$ cat config.mk
export PLATFORM = sky130hd
export DESIGN_NAME = key_reset_sequencer_flat
export DESIGN_NICKNAME = d
export VERILOG_FILES = /design/src/rtl/key_reset_sequencer_if.sv /design/src/rtl/key_reset_sequencer.sv /design/src/flat_wrapper.sv
export SDC_FILE = /design/constraint.sdc
export NUM_CORES = 1
export LEC_CHECK = 0
export BUFFER_PORTS_ARGS = -buffer_cell sky130_fd_sc_hd__buf_2
export CAP_MARGIN = 25
export CORE_ASPECT_RATIO = 0.7
export CORE_MARGIN = 5
export CORE_UTILIZATION = 59
export CTS_BUF_LIST = sky130_fd_sc_hd__clkbuf_4
export CTS_CLUSTER_DIAMETER = 50
export DETAILED_ROUTE_END_ITERATION = 7
export HOLD_SLACK_MARGIN = 0.12
export PLACE_DENSITY = 0.78
export SLEW_MARGIN = 20
export SYNTH_ARGS = -nofsm -noshare
export SYNTH_HDL_FRONTEND = slang
export SYNTH_SLANG_ARGS = --single-unit
$ cat constraint.sdc
create_clock -name clk -period 2.73 [get_ports clk]
set_input_delay 0.1365 -clock clk [delete_from_list [all_inputs] [get_ports clk]]
set_output_delay 0.1365 -clock clk [all_outputs]
set_load 0.005 [all_outputs]
$ cat src/rtl/key_reset_sequencer_if.sv
// Key/reset bundle between the push-button front end and its consumers.
// master = sequencer side, slave = board/probe side.
interface key_reset_sequencer_if;
  logic       key_raw;
  logic       core_rst;
  logic       key_level;
  logic       press_pulse;
  logic [7:0] reset_count;

  modport master (
    input  key_raw,
    output core_rst,
    output key_level,
    output press_pulse,
    output reset_count
  );

  modport slave (
    output key_raw,
    input  core_rst,
    input  key_level,
    input  press_pulse,
    input  reset_count
  );
endinterface

$ cat src/rtl/key_reset_sequencer.sv
// Push-button reset front end: sync, debounce, stretched core reset.
// core_rst is a flop fed from the next-state decode, never raw logic.
module key_reset_sequencer #(
  parameter int DEBOUNCE_CYCLES   = 8,
  parameter int RESET_HOLD_CYCLES = 4,
  parameter int KEY_ACTIVE_LOW    = 1,
  parameter int CNT_W             = 20
) (
  input  logic clk,
  input  logic rst,
  key_reset_sequencer_if.master bus
);

  typedef enum logic [1:0] {
    S_INIT,
    S_RUN,
    S_PRESS,
    S_STRETCH
  } state_t;

  localparam int HW =
    (RESET_HOLD_CYCLES > 1) ? $clog2(RESET_HOLD_CYCLES) : 1;
  localparam logic IDLE_RAW = (KEY_ACTIVE_LOW != 0);
  localparam logic [CNT_W-1:0] DEB_LAST =
    CNT_W'(DEBOUNCE_CYCLES - 1);
  localparam logic [HW-1:0] INIT_LAST =
    HW'(RESET_HOLD_CYCLES - 1);
  // The PRESS cycle that observes the release is the first hold cycle.
  localparam logic [HW-1:0] STR_LAST =
    HW'((RESET_HOLD_CYCLES > 1) ? RESET_HOLD_CYCLES - 2 : 0);

  logic             sync0;
  logic             sync1;
  logic             key_sync;
  logic [CNT_W-1:0] deb_cnt;
  logic             level_q;
  logic             press_q;
  logic [7:0]       count_q;
  logic             accept;
  state_t           state;
  state_t           state_n;
  logic [HW-1:0]    hold_cnt;
  logic [HW-1:0]    hold_n;
  logic             core_rst_q;

  assign key_sync = sync1 ^ IDLE_RAW;
  assign accept   = (key_sync != level_q) && (deb_cnt == DEB_LAST);

  always_ff @(posedge clk) begin
    if (rst) begin
      sync0   <= IDLE_RAW;
      sync1   <= IDLE_RAW;
      deb_cnt <= '0;
      level_q <= 1'b0;
      press_q <= 1'b0;
      count_q <= '0;
    end else begin
      sync0   <= bus.key_raw;
      sync1   <= sync0;
      press_q <= accept && key_sync;
      if (key_sync == level_q) begin
        deb_cnt <= '0;
      end else if (accept) begin
        deb_cnt <= '0;
        level_q <= key_sync;
      end else begin
        deb_cnt <= deb_cnt + 1'b1;
      end
      if (press_q && (count_q != 8'hff)) begin
        count_q <= count_q + 8'd1;
      end
    end
  end

  always_ff @(posedge clk) begin
    if (rst) begin
      state      <= S_INIT;
      hold_cnt   <= '0;
      core_rst_q <= 1'b1;
    end else begin
      state      <= state_n;
      hold_cnt   <= hold_n;
      core_rst_q <= (state_n != S_RUN);
    end
  end

  always_comb begin
    state_n = state;
    hold_n  = hold_cnt;
    unique case (state)
      S_INIT: begin
        if (level_q) begin
          state_n = S_PRESS;
          hold_n  = '0;
        end else if (hold_cnt != INIT_LAST) begin
          hold_n = hold_cnt + 1'b1;
        end else if (!key_sync) begin
          // a key still held at reset release keeps us here until debounced
          state_n = S_RUN;
        end
      end
      S_RUN: begin
        if (level_q) state_n = S_PRESS;
      end
      S_PRESS: begin
        if (!level_q) begin
          state_n = S_STRETCH;
          hold_n  = '0;
        end
      end
      S_STRETCH: begin
        if (level_q) begin
          state_n = S_PRESS;
          hold_n  = '0;
        end else if (hold_cnt == STR_LAST) begin
          state_n = S_RUN;
        end else begin
          hold_n = hold_cnt + 1'b1;
        end
      end
      default: state_n = S_INIT;
    endcase
  end

  assign bus.core_rst    = core_rst_q;
  assign bus.key_level   = level_q;
  assign bus.press_pulse = press_q;
  assign bus.reset_count = count_q;

endmodule

$ cat src/flat_wrapper.sv
// flat-port wrapper written by rule: the top's interface ports become plain ports
module key_reset_sequencer_flat 
#(
  parameter int DEBOUNCE_CYCLES   = 8,
  parameter int RESET_HOLD_CYCLES = 4,
  parameter int KEY_ACTIVE_LOW    = 1,
  parameter int CNT_W             = 20
)
  (clk, rst, bus_key_raw, bus_core_rst, bus_key_level, bus_press_pulse, bus_reset_count);
  key_reset_sequencer_if bus_i ();
  input  logic clk;
  input  logic rst;
  input wire logic [$bits(bus_i.key_raw)-1:0] bus_key_raw;
  output wire logic [$bits(bus_i.core_rst)-1:0] bus_core_rst;
  output wire logic [$bits(bus_i.key_level)-1:0] bus_key_level;
  output wire logic [$bits(bus_i.press_pulse)-1:0] bus_press_pulse;
  output wire logic [$bits(bus_i.reset_count)-1:0] bus_reset_count;
  assign bus_i.key_raw = bus_key_raw;
  assign bus_core_rst = bus_i.core_rst;
  assign bus_key_level = bus_i.key_level;
  assign bus_press_pulse = bus_i.press_pulse;
  assign bus_reset_count = bus_i.reset_count;
  key_reset_sequencer #(.DEBOUNCE_CYCLES(DEBOUNCE_CYCLES), .RESET_HOLD_CYCLES(RESET_HOLD_CYCLES), .KEY_ACTIVE_LOW(KEY_ACTIVE_LOW), .CNT_W(CNT_W)) u_core (.clk(clk), .rst(rst), .bus(bus_i));
endmodule
# After elaboration in Yosys (flattened, before gate mapping)
# Cells that the tools add are included.
# Widths: inputs -> output; s select.
[op_classes] bitwise_logic=2 muxes=14 n_reduce_logical=8 eq_ne=13 n_addsub=3
[op_table] operator="$mux 2" n=12
[op_table] operator="$add 20x1->20 const B" n=1
[op_table] operator="$eq 20x3->1 const B" n=1
[op_table] operator="$add 8x1->8 const B" n=1
[op_table] operator="$ne 8x8->1 const B" n=1
[op_table] operator="$pmux 2 s4" n=1
[op_table] operator="$eq 2x2->1 const B" n=3
[op_table] operator="$pmux 2 s3" n=1
[op_table] operator="$ne 2x2->1 const B" n=2
[op_table] operator="$reduce_and 4->1" n=1
[op_table] operator="$logic_and 1x1->1" n=3
[op_table] operator="$ne 3x1->1 const B" n=1
[op_table] operator="$ne 3x2->1 const B" n=1
[op_table] operator="$reduce_bool 3->1" n=1
[op_table] operator="$reduce_or 3->1" n=1
[op_table] operator="$add 2x1->2 const B" n=1
[op_table] operator="$eq 2x1->1 const B" n=1
[op_table] operator="$logic_not 2->1" n=1
[op_table] operator="$ne 2x1->1 const B" n=1
[op_table] operator="$not 1->1" n=2
[op_table] operator="$reduce_and 2->1" n=1
[op_table] operator="$eq 1x1->1" n=1
[op_table] operator="$ne 1x1->1" n=1
[word_totals] elab_cells=49 input_bits=3 register_bits=37

# Depth between registers and ports, before layout
[depth] depth_word=5 mapped_depth=6 ltp_nobuf=6

# Worst setup path after synthesis
# No wires, ideal clock.
[synth_timing] path_type="reg-to-reg" startpoint="reg u_core.deb_cnt[0]" endpoint="reg u_core.deb_cnt[16]" t_arrival_ns=1.459 path_slack_ns=1.191 setup_time_ns=0.080 path_stages_with_launch=6 n_path_buf=0 period_less_slack_ns=1.539 path_cell_list="dfxtp_1 > ha_1 > nand3_1 > or4_4 > mux2i_1 > nor3b_1"
[synth_between] elab_chain_cells=3 elab_cells_between_ends=4 classes_between="add/sub: 1; eq/ne: 1; reduce/logical: 2"
[synth_rtl] item="start, declared" line_no="key_reset_sequencer.sv:35" text="logic [CNT_W-1:0] deb_cnt;"
[synth_rtl] item="start signal, assigned" line_no="key_reset_sequencer.sv:67" text="deb_cnt <= deb_cnt + 1'b1;"
[synth_rtl] item="branches (longest 3 deep; another with $add 20x1->20)"
# Several ways; the timed one is not identified.
# A chain may end at the register's enable or synchronous reset.

# Final worst setup path
# Same ends and word-level chain as after synthesis.

==> flow_summary_export.csv <==
group,metric,value,unit
synth,yosys_warnings,0,
critical_path,path_max_fanout,5,
layout,final_area,1900,um^2
placement,post-place-ws,1010,ps
global_route,grt_pass1_wl,5900,um
synth,yosysUniqueCellTypes,44,
timing,period_needed,1770,ps
critical_path,worstPathArrival,2020,ps
clocking,clk_latency,330,ps
timing,slew_headroom,0.696,
floorplan,die_y,55.1,um
timing,setup_viol,0,
route,route.met2.wl,1560,um
worst_hold_path,worstHoldPathType,"in -> reg",
synth,synth_nets,197,
critical_path,required,2980,ps
route,finalWirelength,3440,um
clocking,path_clk_slew,110,ps
placement,dp_cells,235,
floorplan,die_area,4100,um^2
clocking,ctsResizeCount,0,
global_route,antenna_found_initial,0,
layout,area.growth.synth_to_final,10.6,%
route,met3_length,147,um
layout,diodes,0,
critical_path,slowest_stage,"or4_4",
timing,hold_viol_final,0,
timing,finClkSkew,5.68,ps
timing,tns,0,ps
synth,async_flop_share,0,
clocking,tritoncts,"built",
synth,syn_avg_cell_area,9.03,um^2
floorplan,io-pin-count,14,
route,met1_length,1710,um
synth,synth_area_leader_cell,"dfxtp_1",
synth,syn_area,1720,um^2
timing,max_freq,0.566,GHz
critical_path,critPathTopFamily,"simple AND/OR/NAND/NOR gates",
flow_run,maxCapViolCount,0,
power,peakVddDrop,0.480,mV
critical_path,path_buf_inv,0,
route,via_per_inst,5.67,
clocking,htreeDepth,2,
clocking,cts_buffers,5,
timing,worst_slack,962,ps
route,ant_nets,0,
route,post-route-drc-count,0,
timing,hold_ws,165,ps
layout,nNetsFinal,214,
clocking,clock-root-buffer,"clkbuf_4",
floorplan,initial_core_util,0.616,
synth,synthTopCellsByCount,"dfxtp_1, nor2_1, xnor2_1",
layout,n_fill_cell,220,
critical_path,setup.worst_path.end_class,"flop",
critical_path,startpoint_type,"flop",
synth,syn-instance-count,190,
synth,yosysSeqAreaShare,0.432,
route,firstDrtPassIters,4,
floorplan,core-area,2780,um^2
outcome,outcome,"finished, final reports clean",
power,p_per_area,553,nW/um^2
placement,dp_hpwl,2500,um
timing,rsz0062_at_grt,"no",
route,wl_per_cell,14.1,um
clocking,numClockSinks,37,
floorplan,fp.dieW,74.4,um
synth,synth_most_common_cell,"dfxtp_1",
critical_path,crit_type,"reg -> reg",
global_route,grt_pass1_vias,1292,
synth,synthTopCellsByArea,"dfxtp_1, nor2_1, xnor2_1",
timing,worstMarginPinSlew,453,ps
route,top_layer_used,"met4",
global_route,grt_max_degree,18,
placement,dpl_cell_area,1810,um^2
synth,ys.flop_type,"dfxtp_1",
critical_path,cp_cell_sequence,"ha_1, nand3_1, or4_4, mux2i_1, nor3b_1",
floorplan,row_count,16,
placement,routabilityCongestion,0.843,
critical_path,crit_path_max_incr_delay,550,ps
power,p_leak,0.749,nW
timing,drv_slew,0,
route,dr.first_iter.drc_count,90,
synth,netlist.area_leader.share,0.432,
placement,port_buffers,13,
global_route,grt_util_all_layers,0.190,
clocking,clockBufferDepth,2,
synth,synth_edf_count,0,
layout,final_cells,244,
global_route,grt_overflow,0,
layout,drive_gt1_frac,0.139,
synth,synth_seq_cells,37,
route,detailroute.via_count,1383,
timing,min_period_over_period,0.648,
through the flow:
stage | utilization | total power, mW
global placement | 0.650 | 0.673
detailed placement | 0.650 | 0.684
CTS | 0.682 | 1.05
global route | 0.682 | 1.10
finish | 0.682 | 1.05
floorplan | - | 0.659
flip-flops by register name, summed over array words and instances (netlist names), 2 cells and up:
register / flops
u_core.deb_cnt: 20
u_core.state: 2
u_core.hold_cnt: 2
u_core.bus.reset_count: 8
cell type report:
cell class                 instances  area [um^2]  area share
multi-input combinational        142          927       0.489
inverter                           6         22.5      0.0119
timing repair buffer              15         82.6      0.0435
sequential                        37          741       0.391
tap                               36         45.0      0.0237
clock inverter                     2         33.8      0.0178
clock buffer                       6         45.0      0.0237
kinds of logic (layout without fill, tap and decap cells):
logic type               Yosys count  after routing  share of synthesized area
AO/OA/AOI/OAI                     23             23                     0.0875
XOR/XNOR                          20             20                      0.102
adder cells (fa/ha/maj)            4              4                     0.0292
buffers and inverters             11             29                     0.0277
flip-flops                        37             37                      0.432
multiplexers                       3              3                     0.0175
AND/OR/NAND/NOR                   92             92                      0.304
per-layer routing:
metal  GRT usage  vias up
li1            -      707
met1       0.252      640
met2       0.305       32
met3      0.0542        4
met4      0.0533        0
met5           0        -
final timing paths:
path	start	to	slack [ps]	depth (start not counted)
max	u_core.deb_cnt[0]	u_core.deb_cnt[16]	960	5
min reg2reg	u_core.sync0	u_core.sync1	420	1
min	rst	u_core.state[1]	160	2
max reg2reg	u_core.deb_cnt[0]	u_core.deb_cnt[16]	960	5
power breakdown:
group	leakage [nW]	switching, mW	total [mW]	internal, mW
sequential	0.299	0.0182	0.576	0.557
combinational	0.407	0.0496	0.0993	0.0497
clock	0.0433	0.174	0.374	0.201
total	0.749	0.241	1.05	0.808
placed cells by master, fill, tap and decap left out, drive strengths merged, types with 2 or more instances in the layout:
| cell type | n |
|---|---|
| dfxtp | 37 |
| nor2 | 28 |
| buf | 14 |
| xnor2 | 11 |
| xor2 | 9 |
| nand2 | 9 |
| nand3 | 9 |
| a21oi | 8 |
| nor4 | 8 |
| nand4 | 7 |
| nor3 | 6 |
| inv | 6 |
| clkbuf | 6 |
| o21ai | 5 |
| and3 | 4 |
| nor2b | 4 |
| ha | 4 |
| mux2i | 3 |
| and2 | 3 |
| nor3b | 2 |
| nand2b | 2 |
| a311oi | 2 |
| and4 | 2 |
| or2 | 2 |
| or4 | 2 |
| and2b | 2 |
repair_timing:
| item | CTS | global route |
|---|---|---|
| buffers inserted | 0 | 0 |
| endpoints found under the hold margin | 1 | 0 |
| hold buffers | 1 | 0 |
worst reg2reg max path, delay by kind of cell (launching register included):
family	cells	cell delay, ps
flip-flops	1	390
adder cells (fa/ha/maj)	1	230
AND/OR/NAND/NOR	3	930
multiplexers	1	150
(Power assumes the default switching activity.)
